**config.mk**
```make
export PLATFORM = sky130hd
export DESIGN_NAME = fetch_unit_flat
export DESIGN_NICKNAME = d
export VERILOG_FILES = /design/src/rtl/fetch_if.sv /design/src/rtl/fetch_unit.sv /design/src/flat_wrapper.sv
export SDC_FILE = /design/constraint.sdc
export NUM_CORES = 1
export LEC_CHECK = 0
export CAP_MARGIN = 10
export CELL_PAD_IN_SITES_DETAIL_PLACEMENT = 0
export CELL_PAD_IN_SITES_GLOBAL_PLACEMENT = 1
export CORE_MARGIN = 2
export CORE_UTILIZATION = 35
export DETAILED_ROUTE_END_ITERATION = 8
export PLACE_DENSITY = 0.7
export SYNTH_ARGS = -nofsm -noshare
export SYNTH_HDL_FRONTEND = slang
export SYNTH_SLANG_ARGS = --single-unit
```
**constraint.sdc**
```tcl
create_clock -name clk_i -period 4.24 [get_ports clk_i]
set_clock_uncertainty 0.05 [all_clocks]
set_input_delay 0.424 -clock clk_i [delete_from_list [all_inputs] [get_ports clk_i]]
set_output_delay 0.424 -clock clk_i [all_outputs]
set_load 0.01 [all_outputs]
```
**src/rtl/fetch_if.sv**
```systemverilog
// Fetch-unit bus: start/halt handshake, instruction memory, decoder feedback and branch LUT writes.
// The master side is the fetch unit; the slave side is the host, memory and decoder.
interface fetch_if #(
    parameter int PC_W  = 10,
    parameter int OFF_W = 8,
    parameter int CNT_W = 16
);
    logic             start_i;
    logic [PC_W-1:0]  start_addr_i;
    logic [PC_W-1:0]  imem_addr_o;
    logic [7:0]       imem_data_i;
    logic [7:0]       instruction_o;
    logic             branchf_i;
    logic             branchb_i;
    logic             done_i;
    logic             lut_we_i;
    logic [2:0]       lut_addr_i;
    logic [OFF_W-1:0] lut_data_i;
    logic [PC_W-1:0]  pc_o;
    logic             done_o;
    logic [CNT_W-1:0] cycles_o;

    modport master (
        input  start_i, start_addr_i, imem_data_i, branchf_i, branchb_i, done_i,
               lut_we_i, lut_addr_i, lut_data_i,
        output imem_addr_o, instruction_o, pc_o, done_o, cycles_o
    );

    modport slave (
        output start_i, start_addr_i, imem_data_i, branchf_i, branchb_i, done_i,
               lut_we_i, lut_addr_i, lut_data_i,
        input  imem_addr_o, instruction_o, pc_o, done_o, cycles_o
    );
endinterface

```
**src/rtl/fetch_unit.sv**
```systemverilog
// PC sequencer with zero-latency fetch and registered next-PC; no backpressure, inputs sampled every edge.
// Optional RUN-cycle counter built only when FETCH_CYCLE_COUNT_EN is defined.
module fetch_unit #(
    parameter int PC_W  = 10,
    parameter int OFF_W = 8,
    parameter int CNT_W = 16
) (
    input  logic      clk_i,
    input  logic      reset_i,
    fetch_if.master   bus
);
    typedef enum logic [1:0] {S_IDLE, S_RUN, S_HALTED} state_t;

    localparam logic [7:0] HALT_OP = 8'h88;

    state_t           state_q, state_d;
    logic [PC_W-1:0]  pc_q, pc_d;
    logic             done_q, done_d;
    logic             lut_wr_ok;
    logic [OFF_W-1:0] lut_q [8];
    logic [7:0]       instr;
    logic [PC_W-1:0]  offset;

    // Offsets are unsigned; the cast zero-extends to PC width.
    assign offset = PC_W'(lut_q[instr[2:0]]);

    always_comb begin
        state_d   = state_q;
        pc_d      = pc_q;
        done_d    = done_q;
        lut_wr_ok = 1'b0;
        instr     = HALT_OP;
        case (state_q)
            S_RUN: begin
                instr = bus.imem_data_i;
                if (bus.done_i) begin
                    state_d = S_HALTED;
                    done_d  = 1'b1;
                end else if (bus.branchf_i) begin
                    pc_d = pc_q + offset;
                end else if (bus.branchb_i) begin
                    pc_d = pc_q - offset;
                end else begin
                    pc_d = pc_q + PC_W'(1);
                end
            end
            default: begin
                lut_wr_ok = 1'b1;
                if (bus.start_i) begin
                    state_d = S_RUN;
                    pc_d    = bus.start_addr_i;
                    done_d  = 1'b0;
                end
            end
        endcase
    end

    always_ff @(posedge clk_i) begin
        if (reset_i) begin
            state_q <= S_IDLE;
            pc_q    <= '0;
            done_q  <= 1'b0;
            for (int i = 0; i < 8; i++) lut_q[i] <= '0;
        end else begin
            state_q <= state_d;
            pc_q    <= pc_d;
            done_q  <= done_d;
            if (lut_wr_ok && bus.lut_we_i) lut_q[bus.lut_addr_i] <= bus.lut_data_i;
        end
    end

`ifdef FETCH_CYCLE_COUNT_EN
    logic [CNT_W-1:0] cycles_q;

    // Saturating count of edges taken in RUN, cleared by an accepted start.
    always_ff @(posedge clk_i) begin
        if (reset_i) begin
            cycles_q <= '0;
        end else if (state_q != S_RUN && bus.start_i) begin
            cycles_q <= '0;
        end else if (state_q == S_RUN && cycles_q != '1) begin
            cycles_q <= cycles_q + CNT_W'(1);
        end
    end

    assign bus.cycles_o = cycles_q;
`else
    assign bus.cycles_o = '0;
`endif

    assign bus.imem_addr_o   = pc_q;
    assign bus.pc_o          = pc_q;
    assign bus.done_o        = done_q;
    assign bus.instruction_o = instr;
endmodule

```
**src/flat_wrapper.sv**
```systemverilog
// flat-port wrapper written by rule: the top's interface ports become plain ports
module fetch_unit_flat 
#(
    parameter int PC_W  = 10,
    parameter int OFF_W = 8,
    parameter int CNT_W = 16
)
  (clk_i, reset_i, bus_start_i, bus_start_addr_i, bus_imem_data_i, bus_branchf_i, bus_branchb_i, bus_done_i, bus_lut_we_i, bus_lut_addr_i, bus_lut_data_i, bus_imem_addr_o, bus_instruction_o, bus_pc_o, bus_done_o, bus_cycles_o);
  fetch_if #(.PC_W(PC_W), .OFF_W(OFF_W), .CNT_W(CNT_W)) bus_i ();
  input  logic clk_i;
  input  logic reset_i;
  input wire logic [$bits(bus_i.start_i)-1:0] bus_start_i;
  input wire logic [$bits(bus_i.start_addr_i)-1:0] bus_start_addr_i;
  input wire logic [$bits(bus_i.imem_data_i)-1:0] bus_imem_data_i;
  input wire logic [$bits(bus_i.branchf_i)-1:0] bus_branchf_i;
  input wire logic [$bits(bus_i.branchb_i)-1:0] bus_branchb_i;
  input wire logic [$bits(bus_i.done_i)-1:0] bus_done_i;
  input wire logic [$bits(bus_i.lut_we_i)-1:0] bus_lut_we_i;
  input wire logic [$bits(bus_i.lut_addr_i)-1:0] bus_lut_addr_i;
  input wire logic [$bits(bus_i.lut_data_i)-1:0] bus_lut_data_i;
  output wire logic [$bits(bus_i.imem_addr_o)-1:0] bus_imem_addr_o;
  output wire logic [$bits(bus_i.instruction_o)-1:0] bus_instruction_o;
  output wire logic [$bits(bus_i.pc_o)-1:0] bus_pc_o;
  output wire logic [$bits(bus_i.done_o)-1:0] bus_done_o;
  output wire logic [$bits(bus_i.cycles_o)-1:0] bus_cycles_o;
  assign bus_i.start_i = bus_start_i;
  assign bus_i.start_addr_i = bus_start_addr_i;
  assign bus_i.imem_data_i = bus_imem_data_i;
  assign bus_i.branchf_i = bus_branchf_i;
  assign bus_i.branchb_i = bus_branchb_i;
  assign bus_i.done_i = bus_done_i;
  assign bus_i.lut_we_i = bus_lut_we_i;
  assign bus_i.lut_addr_i = bus_lut_addr_i;
  assign bus_i.lut_data_i = bus_lut_data_i;
  assign bus_imem_addr_o = bus_i.imem_addr_o;
  assign bus_instruction_o = bus_i.instruction_o;
  assign bus_pc_o = bus_i.pc_o;
  assign bus_done_o = bus_i.done_o;
  assign bus_cycles_o = bus_i.cycles_o;
  fetch_unit #(.PC_W(PC_W), .OFF_W(OFF_W), .CNT_W(CNT_W)) u_core (.clk_i(clk_i), .reset_i(reset_i), .bus(bus_i));
endmodule
```
==> results.json <==
{
  "status": "complete, no violations",
  "cp-start-kind": "input pin",
  "post_cts_buffers": 0,
  "synth_area_leader_cell": "edfxtp_1",
  "firstDrtPassIters": 4,
  "rsz0062_at_grt": "no",
  "cts_tree": "built",
  "drc": 0,
  "p_int_w": 0.00159,
  "hold_slack_ps": 457,
  "grt_max_degree": 22,
  "crit_chain": "clkdlybuf4s50_1 -> mux4_2 -> a32oi_2 -> and2_1 -> ha_1 -> nor2_1 -> a21oi_2 -> ha_1 -> a21o_1 -> a21oi_2 -> o21bai_1 -> a2111o_1 -> a31o_2 -> a21oi_1 -> nand2b_1 -> o221ai_1",
  "switchingPower_w": 0.000573,
  "antenna_found_initial": 0,
  "synth_seq_cells": 76,
  "vias": 3401,
  "ys_async_sr_fraction_pct": 0,
  "hold_viol_final": 0,
  "cp.arrival_ps": 4100,
  "core_area_um2": 12700,
  "switching_share_pct": 26.4,
  "clk-insertion-delay-late_ps": 340,
  "cts_buffers": 9,
  "synth_cell_types": 62,
  "fillCellCount": 1213,
  "post-route-period-util_pct": 93.0,
  "ys_top_cells_by_area": "edfxtp_1 42%, and2_1 9.4%, dfxtp_1 5.3%",
  "cpLargestDelayFamily": "compound AO/OA/AOI/OAI gates",
  "p_seq_share_pct": 40.2,
  "boundaryPins": 81,
  "gp_congestion": 0.836,
  "fin_nets": 549,
  "leakage_nw": 2.30,
  "layout_commonest_cell": "and2_1",
  "clkPwrFrac_pct": 39.1,
  "dp.cells": 663,
  "slowest_stage": "clkdlybuf4s50_1",
  "combPwrFrac_pct": 20.8,
  "layout-drive-gt1-share_pct": 18.5,
  "drv_cap": 0,
  "num_rows": 41,
  "cts_hold_buf": 0,
  "portBuffers": 64,
  "track_usage_pct": 17.3,
  "crit_type": "in -> reg",
  "fmax_mhz": 253,
  "grt_pass1_wl_mm": 18.5,
  "start_util_pct": 36.1,
  "syn_inst": 419,
  "fin_setup_tns_ps": 0,
  "antenna_cells": 0,
  "area_growth_pct": 26.7,
  "crit_path_max_incr_delay_ps": 530,
  "wl_per_cell_um": 17.4,
  "finalWirelength_mm": 11.8,
  "final_cell_mix": "69 x and2_1, 64 x clkdlybuf4s50_1, 64 x edfxtp_1, 33 x buf_4, 32 x nand2_1",
  "cp-end-kind": "flop",
  "p_per_area_nw_per_um2": 374,
  "fin_crit_ps": 3950,
  "synth_edf_count": 64,
  "viasPerCell": 5.01,
  "setup_viol": 0,
  "cp_max_fo": 2,
  "yosysTopAreaCellShare_pct": 42.0,
  "worst_slew_pin_slew_ps": 1090,
  "drtIter0Drc": 197,
  "ir_drop_v": 0.000263,
  "synthFlopType": "edfxtp_1",
  "root_buffer": "clkbuf_16",
  "grt_overflow": 0,
  "post_cts_resized": 0,
  "htreeDepth": 3,
  "slew_headroom_pct": 27.0,
  "clk_path_buf_depth": 2,
  "cp_num_buf_inv": 1,
  "fp.dieW_um": 118,
  "place_ws_ps": -163,
  "synth_area_um2": 4570,
  "timing.final.ws_setup_ps": 295,
  "total_power_w": 0.00217,
  "layoutNonFillerInstCount": 679,
  "hp-class": "reg -> reg",
  "clk_pin_slew_ps": 60,
  "avgSynthCellArea_um2": 10.9,
  "report.final.slew_viol_count": 0,
  "dieArea_um2": 14000,
  "seq_area_frac_synth_pct": 47.3,
  "critPathRequiredTime_ps": 4400,
  "die_y_um": 118,
  "postRouteAntennaNets": 0,
  "dp_hpwl_mm": 8.88,
  "synth_warnings": 0,
  "grt_pass1_vias": 3356,
  "clock_sinks": 76
}
[stage by stage]
step | util (%) | cell area (um2)
2_1_floorplan | - | 4630
3_3_place_gp | 43.0 | 5450
3_5_place_dp | 43.0 | 5450
4_1_cts | 45.6 | 5770
5_1_grt | 45.7 | 5790
6_report | 45.7 | 5790
[layer usage]
metal | vias up | GRT usage, % | part of all wire [%]
li1 | 1644 | - | -
met2 | 102 | 31.2 | 51
met4 | 0 | 5.12 | 0.94
met3 | 9 | 3.47 | 4.7
met1 | 1646 | 20.5 | 43
met5 | - | 0 | 0
[worst paths after layout]
kind / slack, ps / from / to / cells after the start
worst max-delay path: 290 / bus_imem_data_i[2] / u_core.bus.imem_addr_o[9] / 16
worst min-delay path: 460 / u_core.bus.imem_addr_o[2] / u_core.bus.imem_addr_o[2] / 2
worst max register to register: 420 / u_core.state_q[1] / u_core.bus.imem_addr_o[9] / 16
worst min register to register: 460 / u_core.bus.imem_addr_o[2] / u_core.bus.imem_addr_o[2] / 2
[power by group through the flow]
stage	Sequential [W]	Combinational, W	Clock, W
3_3_place_gp	0.000886	0.000442	0
6_report	0.000871	0.000450	0.000847
5_1_grt	0.000875	0.000490	0.000891
2_1_floorplan	0.000884	0.000276	0
3_5_place_dp	0.000887	0.000446	0
4_1_cts	0.000871	0.000448	0.000860
[logic make-up after synthesis]
logic type      Yosys count  synth area share [%]
simple gates            174                  21.8
flops                    76                  47.3
compound gates           74                  11.9
buf+inv                  52                  7.91
mux                      23                  6.32
fa+ha+maj                11                  3.17
xor+xnor                  8                  1.53
other cells               1                0.0820
[synth_stat cells (all sizes together), types with 4 or more instances]
library cell and count:
nand2 32, nor3 7, clkbuf 5, xnor2 6, dfxtp 12, a21oi 17
inv 10, buf 37, nor2 30, edfxtp 64, o21ai 8, or2 10
nand2b 8, ha 10, o22ai 5, mux2 7, mux4 4, a211oi 4
and2 70, mux2i 12, a311oi 8
[state kept, by name, indices dropped and copies added (netlist names)]
name	count
u_core.state_q	2
u_core.bus.imem_addr_o	10
u_core.lut_q	64
[tightest hold or removal path, stage by stage (launching register included)]
cell and delay [ps]:
dfxtp_1 340, nand2_1 70, a21oi_1 50
[final cells by class]
| class | instances | area [um2] | share of cell area [%] |
|---|---|---|---|
| Tap cell | 172 | 215 | 3.71 |
| Sequential cell | 76 | 2160 | 37.3 |
| Inverter | 10 | 37.5 | 0.648 |
| Clock buffer | 10 | 229 | 3.95 |
| Timing Repair Buffer | 99 | 928 | 16.0 |
| Clock inverter | 6 | 95.1 | 1.64 |
| Multi-Input combinational cell | 306 | 2130 | 36.7 |
(Power assumes the default switching activity.)
